[src/rtl/pipe_pkg.sv]
// -----------------------------------------------------------------------------
// pipe_pkg
// Shared constants and types for the Y86-64 pipeline hazard controller:
// one-hot status codes, instruction codes, the "no register" ID, the run/halt
// FSM state type, and a helper that classifies a status as exceptional.
// -----------------------------------------------------------------------------
package pipe_pkg;

  // One-hot pipeline status codes
  localparam logic [3:0] STAT_AOK = 4'b0001;
  localparam logic [3:0] STAT_HLT = 4'b0010;
  localparam logic [3:0] STAT_ERR = 4'b0100;  // ADR or INS
  localparam logic [3:0] STAT_BUB = 4'b1000;

  // Instruction codes the controller cares about
  localparam logic [3:0] I_HALT   = 4'h0;
  localparam logic [3:0] I_NOP    = 4'h1;
  localparam logic [3:0] I_MRMOVQ = 4'h5;
  localparam logic [3:0] I_OPQ    = 4'h6;
  localparam logic [3:0] I_JXX    = 4'h7;
  localparam logic [3:0] I_RET    = 4'h9;
  localparam logic [3:0] I_POPQ   = 4'hb;

  localparam logic [3:0] REG_NONE = 4'hf;

  typedef enum logic [1:0] {
    ST_IDLE    = 2'd0,
    ST_RUN     = 2'd1,
    ST_HALTED  = 2'd2
  } state_e;

  // A bubble status is deliberately not exceptional: only HLT and ERR freeze.
  function automatic logic is_exc(input logic [3:0] stat);
    return (stat == STAT_HLT) || (stat == STAT_ERR);
  endfunction

endpackage

[src/rtl/pipe_hazard_detect.sv]
// -----------------------------------------------------------------------------
// pipe_hazard_detect
// Purely combinational hazard terms for the pipeline controller.
// Ports:
//   D_icode, E_icode, M_icode  : icodes held in the D, E and M registers
//   d_srcA, d_srcB             : decode source register IDs (REG_NONE = none)
//   E_dstM                     : E-stage memory destination register
//   e_Cnd                      : execute-stage branch condition
//   m_stat, W_stat             : memory-stage and writeback status
//   lu   : load/use hazard     rt : ret in flight     mp : mispredicted jump
//   m_exc, w_exc : memory / writeback status is HLT or ERR
// -----------------------------------------------------------------------------
module pipe_hazard_detect
  import pipe_pkg::*;
(
  input  logic [3:0] D_icode,
  input  logic [3:0] d_srcA,
  input  logic [3:0] d_srcB,
  input  logic [3:0] E_icode,
  input  logic [3:0] E_dstM,
  input  logic       e_Cnd,
  input  logic [3:0] M_icode,
  input  logic [3:0] m_stat,
  input  logic [3:0] W_stat,
  output logic       lu,
  output logic       rt,
  output logic       mp,
  output logic       m_exc,
  output logic       w_exc
);

  logic e_is_load;

  assign e_is_load = (E_icode == I_MRMOVQ) || (E_icode == I_POPQ);

  // A load targeting REG_NONE writes nothing, so it can never feed decode.
  assign lu = e_is_load && (E_dstM != REG_NONE) &&
              ((E_dstM == d_srcA) || (E_dstM == d_srcB));

  assign rt = (D_icode == I_RET) || (E_icode == I_RET) || (M_icode == I_RET);

  assign mp = (E_icode == I_JXX) && !e_Cnd;

  assign m_exc = is_exc(m_stat);
  assign w_exc = is_exc(W_stat);

endmodule

[src/rtl/pipe_ctrl.sv]
// -----------------------------------------------------------------------------
// pipe_ctrl
// Pipeline hazard controller for the 5-stage Y86-64 core. Produces stall and
// bubble controls for the F/D/E/M/W registers with zero latency, gated by a
// run/halt state machine that freezes the core once a HLT or ERR status
// reaches writeback.
// Optional feature macro: PIPE_PERF_CNT_EN adds saturating performance
// counters (cyc_cnt, stall_cnt, mispred_cnt, retire_cnt).
// Ports:
//   clk, rst_n        : clock, asynchronous active-low reset
//   run               : level-sensitive start/resume request
//   D_icode .. W_stat : pipeline state feeding hazard detection
//   F_stall, D_stall, W_stall      : hold the PC / D / W registers
//   D_bubble, E_bubble, M_bubble   : inject nops into D / E / M
//   set_cc            : condition-code write enable
//   halted            : core frozen in HALTED (registered)
//   fault             : halt caused by ERR (registered, sticky until reset)
//   *_cnt             : performance counters (PIPE_PERF_CNT_EN only)
// -----------------------------------------------------------------------------
module pipe_ctrl
  import pipe_pkg::*;
#(
  parameter int CNT_W = 32
) (
  input  logic             clk,
  input  logic             rst_n,
  input  logic             run,
  input  logic [3:0]       D_icode,
  input  logic [3:0]       d_srcA,
  input  logic [3:0]       d_srcB,
  input  logic [3:0]       E_icode,
  input  logic [3:0]       E_dstM,
  input  logic             e_Cnd,
  input  logic [3:0]       M_icode,
  input  logic [3:0]       m_stat,
  input  logic [3:0]       W_stat,
  output logic             F_stall,
  output logic             D_stall,
  output logic             D_bubble,
  output logic             E_bubble,
  output logic             M_bubble,
  output logic             W_stall,
  output logic             set_cc,
  output logic             halted,
`ifdef PIPE_PERF_CNT_EN
  output logic [CNT_W-1:0] cyc_cnt,
  output logic [CNT_W-1:0] stall_cnt,
  output logic [CNT_W-1:0] mispred_cnt,
  output logic [CNT_W-1:0] retire_cnt,
`endif
  output logic             fault
);

  state_e state_q, state_d;
  logic   lu, rt, mp, m_exc, w_exc;
  logic   in_run;

  pipe_hazard_detect u_hazard (
    .D_icode (D_icode),
    .d_srcA  (d_srcA),
    .d_srcB  (d_srcB),
    .E_icode (E_icode),
    .E_dstM  (E_dstM),
    .e_Cnd   (e_Cnd),
    .M_icode (M_icode),
    .m_stat  (m_stat),
    .W_stat  (W_stat),
    .lu      (lu),
    .rt      (rt),
    .mp      (mp),
    .m_exc   (m_exc),
    .w_exc   (w_exc)
  );

  assign in_run = (state_q == ST_RUN);

  // NOTE: state registers use non-blocking assignments so every flop samples
  // pre-edge values regardless of process evaluation order.
  always_ff @(posedge clk or negedge rst_n) begin
    if (!rst_n) begin
      state_q <= ST_IDLE;
      fault   <= 1'b0;
    end else begin
      state_q <= state_d;
      if (in_run && w_exc) begin
        fault <= (W_stat == STAT_ERR);
      end
    end
  end

  // HALTED is only ever reached through a registered transition.
  assign halted = (state_q == ST_HALTED);

  // NOTE: every output of this block gets a default first (the freeze pattern),
  // so no path leaves a signal unassigned and no latch is inferred.
  always_comb begin
    state_d  = state_q;
    F_stall  = 1'b1;
    D_stall  = 1'b1;
    W_stall  = 1'b1;
    D_bubble = 1'b0;
    E_bubble = 1'b0;
    M_bubble = 1'b0;
    set_cc   = 1'b0;
    unique case (state_q)
      ST_IDLE: begin
        if (run) state_d = ST_RUN;
      end
      ST_RUN: begin
        F_stall  = lu | rt;
        D_stall  = lu;
        // A stall on D must win over the ret bubble so D is never both.
        D_bubble = mp | (rt & ~lu);
        E_bubble = mp | lu;
        M_bubble = m_exc | w_exc;
        W_stall  = w_exc;
        set_cc   = (E_icode == I_OPQ) & ~m_exc & ~w_exc;
        // Halting beats a pause request on the same cycle.
        if (w_exc)     state_d = ST_HALTED;
        else if (!run) state_d = ST_IDLE;
      end
      ST_HALTED: begin
        state_d = ST_HALTED;
      end
      default: state_d = ST_IDLE;
    endcase
  end

`ifdef PIPE_PERF_CNT_EN
  function automatic logic [CNT_W-1:0] sat_inc(input logic [CNT_W-1:0] v);
    return (&v) ? v : v + CNT_W'(1);
  endfunction

  always_ff @(posedge clk or negedge rst_n) begin
    if (!rst_n) begin
      cyc_cnt     <= '0;
      stall_cnt   <= '0;
      mispred_cnt <= '0;
      retire_cnt  <= '0;
    end else if (in_run) begin
      cyc_cnt <= sat_inc(cyc_cnt);
      if (lu | rt)                          stall_cnt   <= sat_inc(stall_cnt);
      if (mp)                               mispred_cnt <= sat_inc(mispred_cnt);
      if ((W_stat == STAT_AOK) && !W_stall) retire_cnt  <= sat_inc(retire_cnt);
    end
  end
`endif

endmodule

[config.mk]
export PLATFORM = sky130hd
export DESIGN_NAME = pipe_ctrl
export DESIGN_NICKNAME = d
export VERILOG_FILES = /design/src/rtl/pipe_pkg.sv /design/src/rtl/pipe_hazard_detect.sv /design/src/rtl/pipe_ctrl.sv
export SDC_FILE = /design/constraint.sdc
export NUM_CORES = 1
export LEC_CHECK = 0
export ABC_AREA = 1
export ABC_CLOCK_PERIOD_IN_PS = 2700
export BUFFER_PORTS_ARGS = -buffer_cell sky130_fd_sc_hd__buf_2
export CORE_AREA = 2 2 39 41
export CTS_BUF_LIST = sky130_fd_sc_hd__clkbuf_2
export DETAILED_ROUTE_END_ITERATION = 8
export DIE_AREA = 0 0 41 43
export GPL_ROUTABILITY_DRIVEN = 0
export PLACE_DENSITY = 0.78
export SYNTH_ARGS = -nofsm -noshare
export SYNTH_HDL_FRONTEND = slang
export SYNTH_SLANG_ARGS = --single-unit
[constraint.sdc]
create_clock -name clk -period 2.7 [get_ports clk]
set_input_delay 0.54 -clock clk [delete_from_list [all_inputs] [get_ports clk]]
set_output_delay 0.54 -clock clk [all_outputs]
set_load 0.1 [all_outputs]
==> results_dict.tcl <==
set metrics [dict create \
    grt_pass1_wl_um 2190 \
    postCtsSetupRepairBufs 0 \
    highest_layer "met4" \
    tns_ns 0 \
    synth_fp_nets 131 \
    status "completed" \
    cp_slowest_stage_delay_ns 0.43 \
    final-max-slew-violation-count 0 \
    rrSetupSlack_ns 1.61 \
    die_h_um 43 \
    die_w_um 41 \
    power_mw 0.174 \
    rows 14 \
    ctsHoldBuffers 0 \
    m1WireLength_um 554 \
    antenna_found_initial 0 \
    numCtsBuffers 3 \
    ys_types 17 \
    endpoint_kind "output port" \
    cts_resized 0 \
    ys_ff_latch 3 \
    drive_gt1_share_pct 41.3 \
    hp-class "input pin to asynchronous set/reset pin" \
    synth_cells 95 \
    antennaDiodeCount 0 \
    p_per_area_nw_per_um2 235 \
    drc 0 \
    rsz0062_at_grt "false" \
    grt_max_degree 7 \
    vdd_drop_max_mv 0.125 \
    cpMostUsedCell "buf_2" \
    htreeDepth 1 \
    coreArea_um2 1380 \
    wl_per_cell_um 8.09 \
    r2r_end "fault$_DFFE_PN0P_" \
    port_buffers 44 \
    grt.total_usage_pct 17.5 \
    dr_wl_met3_um 95 \
    fillers 150 \
    reg2reg_from "state_q[1]$_DFFE_PN0P_" \
    worstSkewPairLatency_ns 0.20 \
    drt-pass1-iter-count 6 \
    seqCellArea_um2 75.1 \
    wl_met2_um 631 \
    grt_remaining_overflow 0 \
    vias_per_cell 4.53 \
    cp_data_arrival_time_ns 1.67 \
    initial_utilization_pct 34.1 \
    setup_violations 0 \
    routed_wl_um 1290 \
    tightest_slew_ns 0.489 \
    multi_input_area_um2 333 \
    synth_area_um2 472 \
    vias 721 \
    criticalPathCategory "input pin to output port" \
    drv_cap 0 \
    cts-root-buf "clkbuf_2" \
    seq_area_frac_synth_pct 15.9 \
    cp_max_fo 4 \
    crit_chain "buf_2 -> nor2_2 -> nand3_1 -> a21oi_2 -> nand2_2 -> o21ai_2 -> buf_2" \
    io_pins 45 \
    slew_headroom_pct 67.6 \
    synthToLayoutAreaGrowth_pct 56.8 \
    hpwl_um 1110 \
    die-area_um2 1760 \
    critPathLaunchType "input pin" \
    cts_tree "built" \
    skew_ns 0.000618 \
    reg2reg_depth 6 \
    cts.sinks 3 \
    clk_pin_slew_ns 0.04 \
    leakagePower_nw 0.489 \
    layout.nets 180 \
    hold_viol_final 0 \
    first_iter_violations 18 \
    whs_ns 0.122 \
    crit_slowest_cell "buf_2" \
    ant_nets 0 \
    cp.required_ns 2.16 \
    fin_crit_sh_pct 81.8 \
    avgSynthCellArea_um2 4.97 \
    timing.fmax_mhz 453 \
    clockBufferDepth 2 \
    grt_pass1_vias 607 \
    fin_crit_ns 2.21 \
    yosys_warnings 0 \
]
[synth_stat cells]
library cell / n / share of area, %
nand2_1: 34 / 27
inv_1: 15 / 12
nor2_1: 14 / 11
nand3b_1: 1 / 1.6
nor3_1: 1 / 1.1
or2_1: 1 / 1.3
nand3_1: 10 / 11
nor2_2: 1 / 1.3
o21ai_2: 1 / 1.9
a21oi_1: 1 / 1.1
o21ai_0: 2 / 2.1
a21oi_2: 1 / 1.9
nor4_1: 1 / 1.3
nand4_1: 3 / 4.0
dfrtp_1: 3 / 16
inv_2: 4 / 3.2
nand2_2: 2 / 2.7
[metrics by stage]
stage	area (um^2)	utilization, %	worst slack, ns	instances
floorplan	479	-	0.152	95
global placement	719	52.0	0.494	155
detailed placement	719	52.0	0.485	155
CTS	739	53.4	0.483	159
global route	739	53.4	0.333	159
finish	739	53.4	0.490	159
[state kept, by name (all words and copies together), names as in the netlist]
| signal | cells |
|---|---|
| fault | 1 |
| state_q | 2 |
[cell type report]
| class | instances | area share [%] |
|---|---|---|
| clock buffer | 4 | 2.71 |
| multi-input combinational | 73 | 45.0 |
| sequential | 3 | 10.2 |
| timing repair buffer | 44 | 29.8 |
| tap | 16 | 2.71 |
| inverter | 19 | 9.64 |
[worst max-delay path, delay by kind of cell]
kind	cells	cell delay (ns)
AO/OA/AOI/OAI	2	0.25
buffers and inverters	2	0.55
AND/OR/NAND/NOR	3	0.33
[logic make-up (layout without fill, tap and decap cells)]
family	after synthesis	count (layout)	share of synthesized area, %
and+or+nand+nor	68	68	62.1
buffers and inverters	19	67	15.1
AOI/OAI and AO/OA	5	5	6.90
DFF	3	3	15.9
[per-layer routing]
metal | vias to the layer above | GRT usage, %
met5 | - | 0
met4 | 0 | 8.00
met3 | 2 | 3.14
met2 | 32 | 28.4
met1 | 299 | 21.1
li1 | 388 | -
[cell usage in the layout (no fill, tap or decap), types with 2 or more instances in the layout]
master,instances
buf_2,44
clkbuf_2,4
dfrtp_1,3
inv_1,15
inv_2,4
nand2_1,34
nand2_2,2
nand3_1,10
nand4_1,3
nor2_1,13
nor2_2,2
o21ai_0,2
[power breakdown]
group / switching [mW] / internal [mW]
sequential: 0.000255 / 0.0456
clock: 0.0227 / 0.0390
combinational: 0.0355 / 0.0311
total: 0.0584 / 0.116
[worst max-delay path by stage]
stage	start	end	cells past startpoint
floorplan	W_stat[0]	set_cc	4
global placement	m_stat[0]	M_bubble	5
detailed placement	E_icode[3]	E_bubble	7
CTS	E_icode[3]	E_bubble	7
global route	state_q[1]$_DFFE_PN0P_	set_cc	6
finish	E_icode[3]	E_bubble	7
Note: power is estimated with default switching activity, not from simulation.
